`src/rtl/sram_pkg.sv`:
```
// Shared widths, requester IDs and FSM encoding for the character SRAM arbiter.
package sram_pkg;

  localparam int unsigned SRAM_ADDR_W = 10;
  localparam int unsigned SRAM_DATA_W = 8;

  typedef logic [1:0] req_id_t;

  localparam req_id_t REQ_VID  = 2'd0;
  localparam req_id_t REQ_CA   = 2'd1;
  localparam req_id_t REQ_UART = 2'd2;

  typedef enum logic {
    ST_IDLE  = 1'b0,
    ST_WRITE = 1'b1
  } state_t;

  // Which of CA / UART wins the next contest between the two
  typedef enum logic {
    RR_CA   = 1'b0,
    RR_UART = 1'b1
  } rr_t;

endpackage

```
`src/rtl/sram_arbiter_if.sv`:
```
// Requester-side bus of the SRAM arbiter: three request ports plus shared read data.
interface sram_arbiter_if
  import sram_pkg::*;
#(
  parameter int unsigned ADDR_W = SRAM_ADDR_W,
  parameter int unsigned DATA_W = SRAM_DATA_W
);

  logic              vid_req;
  logic [ADDR_W-1:0] vid_addr;
  logic              vid_gnt;
  logic              vid_rvalid;

  logic              ca_req;
  logic              ca_we;
  logic [ADDR_W-1:0] ca_addr;
  logic [DATA_W-1:0] ca_wdata;
  logic              ca_gnt;
  logic              ca_rvalid;

  logic              uart_req;
  logic              uart_we;
  logic [ADDR_W-1:0] uart_addr;
  logic [DATA_W-1:0] uart_wdata;
  logic              uart_gnt;
  logic              uart_rvalid;

  logic [DATA_W-1:0] rd_data;

  modport master (
    output vid_req, vid_addr,
    output ca_req, ca_we, ca_addr, ca_wdata,
    output uart_req, uart_we, uart_addr, uart_wdata,
    input  vid_gnt, vid_rvalid, ca_gnt, ca_rvalid, uart_gnt, uart_rvalid,
    input  rd_data
  );

  modport slave (
    input  vid_req, vid_addr,
    input  ca_req, ca_we, ca_addr, ca_wdata,
    input  uart_req, uart_we, uart_addr, uart_wdata,
    output vid_gnt, vid_rvalid, ca_gnt, ca_rvalid, uart_gnt, uart_rvalid,
    output rd_data
  );

endinterface

```
`src/rtl/sram_req_pick.sv`:
```
// Combinational chooser: video has fixed priority, CA/UART contests settled by rr.
module sram_req_pick
  import sram_pkg::*;
(
  input  logic    vid_req,
  input  logic    ca_req,
  input  logic    uart_req,
  input  rr_t     rr,
  output logic [2:0] gnt_c,
  output req_id_t    win_c
);

  // Priority pick; a lone CA or UART request wins regardless of rr
  always_comb begin
    gnt_c = '0;
    win_c = REQ_VID;
    if (vid_req) begin
      gnt_c[REQ_VID] = 1'b1;
      win_c          = REQ_VID;
    end else if (ca_req && (!uart_req || rr == RR_CA)) begin
      gnt_c[REQ_CA] = 1'b1;
      win_c         = REQ_CA;
    end else if (uart_req) begin
      gnt_c[REQ_UART] = 1'b1;
      win_c           = REQ_UART;
    end
  end

endmodule

```
`src/rtl/sram_arbiter.sv`:
```
// Shares the single-port character SRAM among video, CA engine and UART bridge.
module sram_arbiter
  import sram_pkg::*;
#(
  parameter int unsigned ADDR_W    = SRAM_ADDR_W,
  parameter int unsigned DATA_W    = SRAM_DATA_W,
  parameter int unsigned WR_CYCLES = 1,
  parameter int unsigned WR_CNT_W  = 1
)(
  input  logic              clk50_dup,
  input  logic              reset,
  sram_arbiter_if.slave     bus,
  output logic [ADDR_W-1:0] sram_address,
  output logic [DATA_W-1:0] sram_write_data,
  output logic              sram_write_enable,
  input  logic [DATA_W-1:0] sram_read_data
);

  state_t              state;
  rr_t                 rr;
  logic [WR_CNT_W-1:0] wr_cnt;
  logic                vld_s1;
  req_id_t             id_s1;
  logic [2:0]          rv_q;

  logic [2:0]          pick_c;
  req_id_t             win_c;
  logic [2:0]          grant_c;
  logic                any_grant_c;
  logic [ADDR_W-1:0]   win_addr_c;
  logic [DATA_W-1:0]   win_wdata_c;
  logic                win_we_c;

  sram_req_pick u_pick (
    .vid_req  (bus.vid_req),
    .ca_req   (bus.ca_req),
    .uart_req (bus.uart_req),
    .rr       (rr),
    .gnt_c    (pick_c),
    .win_c    (win_c)
  );

  // Grants only while idle and out of reset
  assign grant_c     = (state == ST_IDLE && !reset) ? pick_c : 3'b000;
  assign any_grant_c = |grant_c;

  assign bus.vid_gnt     = grant_c[REQ_VID];
  assign bus.ca_gnt      = grant_c[REQ_CA];
  assign bus.uart_gnt    = grant_c[REQ_UART];
  assign bus.vid_rvalid  = rv_q[REQ_VID];
  assign bus.ca_rvalid   = rv_q[REQ_CA];
  assign bus.uart_rvalid = rv_q[REQ_UART];
  assign bus.rd_data     = sram_read_data;

  // Route the winner's address / write payload; video never writes
  always_comb begin
    win_addr_c  = bus.vid_addr;
    win_wdata_c = '0;
    win_we_c    = 1'b0;
    case (win_c)
      REQ_CA: begin
        win_addr_c  = bus.ca_addr;
        win_wdata_c = bus.ca_wdata;
        win_we_c    = bus.ca_we;
      end
      REQ_UART: begin
        win_addr_c  = bus.uart_addr;
        win_wdata_c = bus.uart_wdata;
        win_we_c    = bus.uart_we;
      end
      default: ;
    endcase
  end

  // FSM, round-robin pointer, write counter, registered SRAM controls, read-valid pipe.
  // The final WE cycle is spent back in IDLE (counter at 0) so the next grant can
  // land in cycle N+WR_CYCLES while the write completes on that cycle's edge.
  always_ff @(posedge clk50_dup) begin
    if (reset) begin
      state             <= ST_IDLE;
      rr                <= RR_CA;
      wr_cnt            <= '0;
      sram_address      <= '0;
      sram_write_data   <= '0;
      sram_write_enable <= 1'b0;
      vld_s1            <= 1'b0;
      id_s1             <= REQ_VID;
      rv_q              <= '0;
    end else begin
      vld_s1 <= 1'b0;
      rv_q   <= '0;
      if (vld_s1) begin
        rv_q[id_s1] <= 1'b1;
      end

      if (grant_c[REQ_CA]) begin
        rr <= RR_UART;
      end else if (grant_c[REQ_UART]) begin
        rr <= RR_CA;
      end

      case (state)
        ST_IDLE: begin
          sram_write_enable <= 1'b0;
          if (any_grant_c) begin
            sram_address <= win_addr_c;
            if (win_we_c) begin
              sram_write_data   <= win_wdata_c;
              sram_write_enable <= 1'b1;
              wr_cnt            <= WR_CNT_W'(WR_CYCLES - 1);
              if (WR_CYCLES > 1) begin
                state <= ST_WRITE;
              end
            end else begin
              vld_s1 <= 1'b1;
              id_s1  <= win_c;
            end
          end
        end
        ST_WRITE: begin
          wr_cnt <= wr_cnt - WR_CNT_W'(1);
          if (wr_cnt == WR_CNT_W'(1)) begin
            state <= ST_IDLE;
          end
        end
        default: state <= ST_IDLE;
      endcase
    end
  end

endmodule

```
`src/flat_wrapper.sv`:
```
// flat-port wrapper written by rule: the top's interface ports become plain ports
module sram_arbiter_flat import sram_pkg::*;
#(
  parameter int unsigned ADDR_W    = SRAM_ADDR_W,
  parameter int unsigned DATA_W    = SRAM_DATA_W,
  parameter int unsigned WR_CYCLES = 1,
  parameter int unsigned WR_CNT_W  = 1
)
  (clk50_dup, reset, sram_address, sram_write_data, sram_write_enable, sram_read_data, bus_vid_req, bus_vid_addr, bus_ca_req, bus_ca_we, bus_ca_addr, bus_ca_wdata, bus_uart_req, bus_uart_we, bus_uart_addr, bus_uart_wdata, bus_vid_gnt, bus_vid_rvalid, bus_ca_gnt, bus_ca_rvalid, bus_uart_gnt, bus_uart_rvalid, bus_rd_data);
  sram_arbiter_if #(.ADDR_W(ADDR_W), .DATA_W(DATA_W)) bus_i ();
  input  logic clk50_dup;
  input  logic reset;
  output logic [ADDR_W-1:0] sram_address;
  output logic [DATA_W-1:0] sram_write_data;
  output logic sram_write_enable;
  input  logic [DATA_W-1:0] sram_read_data;
  input wire logic [$bits(bus_i.vid_req)-1:0] bus_vid_req;
  input wire logic [$bits(bus_i.vid_addr)-1:0] bus_vid_addr;
  input wire logic [$bits(bus_i.ca_req)-1:0] bus_ca_req;
  input wire logic [$bits(bus_i.ca_we)-1:0] bus_ca_we;
  input wire logic [$bits(bus_i.ca_addr)-1:0] bus_ca_addr;
  input wire logic [$bits(bus_i.ca_wdata)-1:0] bus_ca_wdata;
  input wire logic [$bits(bus_i.uart_req)-1:0] bus_uart_req;
  input wire logic [$bits(bus_i.uart_we)-1:0] bus_uart_we;
  input wire logic [$bits(bus_i.uart_addr)-1:0] bus_uart_addr;
  input wire logic [$bits(bus_i.uart_wdata)-1:0] bus_uart_wdata;
  output wire logic [$bits(bus_i.vid_gnt)-1:0] bus_vid_gnt;
  output wire logic [$bits(bus_i.vid_rvalid)-1:0] bus_vid_rvalid;
  output wire logic [$bits(bus_i.ca_gnt)-1:0] bus_ca_gnt;
  output wire logic [$bits(bus_i.ca_rvalid)-1:0] bus_ca_rvalid;
  output wire logic [$bits(bus_i.uart_gnt)-1:0] bus_uart_gnt;
  output wire logic [$bits(bus_i.uart_rvalid)-1:0] bus_uart_rvalid;
  output wire logic [$bits(bus_i.rd_data)-1:0] bus_rd_data;
  assign bus_i.vid_req = bus_vid_req;
  assign bus_i.vid_addr = bus_vid_addr;
  assign bus_i.ca_req = bus_ca_req;
  assign bus_i.ca_we = bus_ca_we;
  assign bus_i.ca_addr = bus_ca_addr;
  assign bus_i.ca_wdata = bus_ca_wdata;
  assign bus_i.uart_req = bus_uart_req;
  assign bus_i.uart_we = bus_uart_we;
  assign bus_i.uart_addr = bus_uart_addr;
  assign bus_i.uart_wdata = bus_uart_wdata;
  assign bus_vid_gnt = bus_i.vid_gnt;
  assign bus_vid_rvalid = bus_i.vid_rvalid;
  assign bus_ca_gnt = bus_i.ca_gnt;
  assign bus_ca_rvalid = bus_i.ca_rvalid;
  assign bus_uart_gnt = bus_i.uart_gnt;
  assign bus_uart_rvalid = bus_i.uart_rvalid;
  assign bus_rd_data = bus_i.rd_data;
  sram_arbiter #(.ADDR_W(ADDR_W), .DATA_W(DATA_W), .WR_CYCLES(WR_CYCLES), .WR_CNT_W(WR_CNT_W)) u_core (.clk50_dup(clk50_dup), .reset(reset), .bus(bus_i), .sram_address(sram_address), .sram_write_data(sram_write_data), .sram_write_enable(sram_write_enable), .sram_read_data(sram_read_data));
endmodule
```
`config.mk`:
```
export PLATFORM = sky130hd
export DESIGN_NAME = sram_arbiter_flat
export DESIGN_NICKNAME = d
export VERILOG_FILES = /design/src/rtl/sram_pkg.sv /design/src/rtl/sram_arbiter_if.sv /design/src/rtl/sram_req_pick.sv /design/src/rtl/sram_arbiter.sv /design/src/flat_wrapper.sv
export SDC_FILE = /design/constraint.sdc
export NUM_CORES = 1
export LEC_CHECK = 0
export ABC_AREA = 0
export BUFFER_PORTS_ARGS = -buffer_cell sky130_fd_sc_hd__buf_4
export CORE_MARGIN = 5
export CORE_UTILIZATION = 45
export DETAILED_ROUTE_END_ITERATION = 8
export GPL_TIMING_DRIVEN = 0
export HOLD_SLACK_MARGIN = 0.05
export PLACE_DENSITY = 0.94
export SLEW_MARGIN = 10
export SYNTH_ARGS = -nofsm -noshare
export SYNTH_HDL_FRONTEND = slang
export SYNTH_SLANG_ARGS = --single-unit
```
`constraint.sdc`:
```
create_clock -name clk50_dup -period 3.1 [get_ports clk50_dup]
set_input_delay 0.62 -clock clk50_dup [delete_from_list [all_inputs] [get_ports clk50_dup]]
set_output_delay 0.62 -clock clk50_dup [all_outputs]
set_load 0.1 [all_outputs]
```
==> implementation parameters <==
Parameter                              Value

Timing
  Number of hold violations in the final report ... 0
  Tmin final ... 2420 ps
  Transition time of the tightest slew-check pin ... 464 ps
  Slew margin rel. ... 69.1%
  Sum of negative setup slack ... 0 ps
  Final cycle utilization of the critical path ... 78.0%
  Count of final max-slew check failures ... 0
  Highest Clock Rate ... 413 MHz
  Worst clock skew ... 7.05 ps
  Hold Worst Slack ... 439 ps
  Fin worst setup slack ... 681 ps
  Final setup violation count ... 0
  RSZ-0062 raised after global routing ... no

Yosys
  Leading register cell type out of synthesis ... sky130_fd_sc_hd__dfxtp_1
  Library cell with the highest instance count after synthesis ... sky130_fd_sc_hd__dfxtp_1
  Largest cells by area after synthesis ... sky130_fd_sc_hd__dfxtp_1, sky130_fd_sc_hd__mux2_4, sky130_fd_sc_hd__a22oi_1, sky130_fd_sc_hd__mux2i_1, sky130_fd_sc_hd__nand2b_1
  Asr flop ratio synth ... 0%
  Cells after synthesis ... 155
  Cell taking the most area after synthesis ... sky130_fd_sc_hd__dfxtp_1
  Synthesized netlist net count ... 218
  Total standard cell area after synthesis ... 1490 µm²
  Number of warnings issued by yosys ... 0
  Combinational family with the most area after synthesis ... simple AND/OR/NAND/NOR gates
  Number of enable-type register cells in the synthesized netlist ... 0
  Top cells by count, synth ... sky130_fd_sc_hd__dfxtp_1, sky130_fd_sc_hd__a22oi_1, sky130_fd_sc_hd__nand2_1
  Synth Register Bits ... 28
  Share of cell area taken by muxes after synthesis ... 16.8%
  Mean cell area of the mapped netlist ... 9.58 µm²
  Post-synthesis adder-cell area fraction ... 1.68%
  Fraction of the yosys area taken by sequential cells ... 37.7%
  Synth unique cells ... 30
  Simple-gate area share of the yosys netlist ... 19.1%
  Fraction of synthesized cell area taken by the top area cell type ... 37.7%
  Share of the synthesized netlist area taken by xor and xnor gates ... 0%
  Complex-gate fraction of the synthesized area ... 15.8%

Die
  DIE AREA ... 4550 µm²
  Starting density of the core ... 47.9%
  Number of primary I/O pins ... 94
  Site row count ... 20
  Die Ht ... 67.5 µm
  Die Width ... 67.5 µm
  Core Area ... 3100 µm²

Clocking
  CTS H-Tree Depth ... 1
  TritonCTS clock tree ... built
  Setup Buffers After CTS ... 0
  Number of buffers added by the clock tree synthesis step ... 3
  Root Buffer ... sky130_fd_sc_hd__clkbuf_4
  TritonCTS sink count ... 28
  CTS clock-pin slew for the worst setup and hold paths ... 150 ps
  Clock Path Buffers ... 2
  Resize count post-CTS ... 0
  CTS Hold Bufs ... 0
  Clock latency reported for the late side of the worst-skew pair ... 330 ps

Detailed routing
  DR DRC count ... 0
  Post-route antenna net violation count ... 0
  Post-DR wirelength/cell ... 13.6 µm
  DRC violation total after the first TritonRoute iteration ... 74
  Vias after detailed routing ... 1395
  Via density ... 4.84
  Length of the first detailed-routing pass in iterations ... 4
  Total Routed Length ... 3910 µm

Hold path
  Hold Path Class ... reg2reg

GRT
  Total congestion overflow ... 0
  Number of global-route vias before repair ... 1447
  Antenna violations before repair ... 0
  Total track usage ... 17.8%
  Pin count of the biggest net entering global routing ... 17
  Wire length of the first global-routing pass ... 6220 µm

Power and ir drop
  Logic pwr share ... 37.9%
  Cell internal power dissipation ... 0.000645 W
  Static leakage power ... 1.11 nW
  Net Sw Frac ... 36.3%
  Switching Power ... 0.000368 W
  Peak supply drop ... 256 µV
  Power density normalized to cell area ... 454 nW/µm²
  Clock network fraction of total power ... 23.4%
  Seq pwr share ... 38.6%

Placed design
  Cell area reported after detailed placement ... 2180 µm²
  Placement Setup Slack ... 615 ps
  Placed insts ... 284
  Placed wire-length estimate after detailed placement ... 3150 µm
  Port Buffer Count ... 85
  Final RePlAce weighted congestion ... 0.730

Worst setup path
  Critical path startpoint category ... input port
  Crit path max fanout ... 10
  Classification of the worst setup path ... in2out
  Required time at the worst-slack endpoint ... 2480 ps
  Endpoint class of the critical path ... primary output
  Signal arrival time at the worst endpoint ... 1800 ps

Cells and area
  Synthesis-to-layout area growth ... 50.2%
  Number of cells in the finished layout apart from fillers ... 288
  Design Area, Final ... 2230 µm²
  Fraction of layout instances using a drive strength above 1 ... 46.3%
  Nets ... 308
  ANT cells ... 0

Outcome
  Outcome ... complete, no violations

Run
  # Max-Cap Violations ... 0
[cell type report]
type	count	area, µm²
Sequential cell	28	561
Inverter	5	18.8
Fill cell	276	872
Clock buffer	3	22.5
Tap cell	44	55.1
Clock inverter	1	30.0
Multi-Input combinational cell	103	793
Buffer	19	113
Timing Repair Buffer	85	638
[placed cells by master (no fill, tap or decap)]
| cell | n |
|---|---|
| sky130_fd_sc_hd__nor4bb_1 | 2 |
| sky130_fd_sc_hd__nand4bb_1 | 2 |
| sky130_fd_sc_hd__o211ai_1 | 1 |
| sky130_fd_sc_hd__clkbuf_4 | 3 |
| sky130_fd_sc_hd__a21o_1 | 1 |
| sky130_fd_sc_hd__nor2b_1 | 10 |
| sky130_fd_sc_hd__nand2_1 | 12 |
| sky130_fd_sc_hd__a211o_1 | 1 |
| sky130_fd_sc_hd__or3_4 | 1 |
| sky130_fd_sc_hd__and2_4 | 1 |
| sky130_fd_sc_hd__a21oi_1 | 2 |
| sky130_fd_sc_hd__inv_1 | 5 |
| sky130_fd_sc_hd__mux2i_1 | 10 |
| sky130_fd_sc_hd__buf_2 | 3 |
| sky130_fd_sc_hd__clkbuf_1 | 5 |
| sky130_fd_sc_hd__a22oi_1 | 19 |
| sky130_fd_sc_hd__ha_1 | 2 |
| sky130_fd_sc_hd__dfxtp_1 | 28 |
| sky130_fd_sc_hd__bufinv_16 | 1 |
| sky130_fd_sc_hd__nand2b_1 | 10 |
| sky130_fd_sc_hd__and2_1 | 1 |
| sky130_fd_sc_hd__nand3b_1 | 1 |
| sky130_fd_sc_hd__nor3_1 | 2 |
| sky130_fd_sc_hd__nor3b_1 | 2 |
| sky130_fd_sc_hd__nor4b_1 | 1 |
| sky130_fd_sc_hd__buf_1 | 2 |
| sky130_fd_sc_hd__o21ai_0 | 10 |
| sky130_fd_sc_hd__buf_6 | 1 |
| sky130_fd_sc_hd__mux2_4 | 10 |
| sky130_fd_sc_hd__buf_4 | 93 |
| sky130_fd_sc_hd__o31ai_1 | 1 |
| sky130_fd_sc_hd__nor2_1 | 1 |
[cells by family after synthesis]
family,count (synthesis)
DFF,28
AOI/OAI and AO/OA,35
buffers and inverters,24
muxes,20
and+or+nand+nor,46
adders and majority gates,2
[sequential cells by signal, indices dropped and copies added (netlist names)]
register                  cells
u_core.sram_write_enable      1
u_core.rv_q                   3
u_core.sram_address          10
u_core.sram_write_data        8
u_core.state                  1
u_core.vld_s1                 1
u_core.wr_cnt                 1
u_core.rr                     1
u_core.id_s1                  2
[worst max-delay path: stages]
cell and delay, ps:
sky130_fd_sc_hd__buf_4 120, sky130_fd_sc_hd__clkbuf_1 220, sky130_fd_sc_hd__clkbuf_1 270, sky130_fd_sc_hd__nor3_1 240, sky130_fd_sc_hd__buf_4 330
[through the flow]
step	power, W	utilization (%)
finish	0.00101	71.9
CTS	0.00102	71.9
global route	0.00106	71.9
global placement	0.000780	70.2
floorplan	0.000674	-
detailed placement	0.000785	70.2
[final timing paths]
kind	from	end	slack (ps)	cells after the start
hold reg to reg	u_core.wr_cnt	u_core.state	440	1
setup reg to reg	u_core.rr	u_core.sram_address[2]	1020	9
hold / removal	u_core.wr_cnt	u_core.state	440	1
setup / recovery	reset	bus_ca_gnt	680	5
[power by group through the flow]
stage	Clock (W)	Sequential, W	Combinational (W)
final	0.000238	0.000391	0.000384
after CTS	0.000246	0.000392	0.000387
after detailed placement	0	0.000399	0.000386
after global placement	0	0.000398	0.000381
after global routing	0.000257	0.000395	0.000404
after floorplan	0	0.000522	0.000152
[per-layer routing]
layer  up-vias  part of all wire, %  track usage (%)  wire length (µm)
met4         0                 0.49             5.32                19
met5         -                    0                0                 0
li1        718                    -                -                 -
met2        55                   50             32.5              1970
met3         2                  9.1             4.49               355
met1       620                   40             20.2              1570
Power figures use the tool's default switching activity.
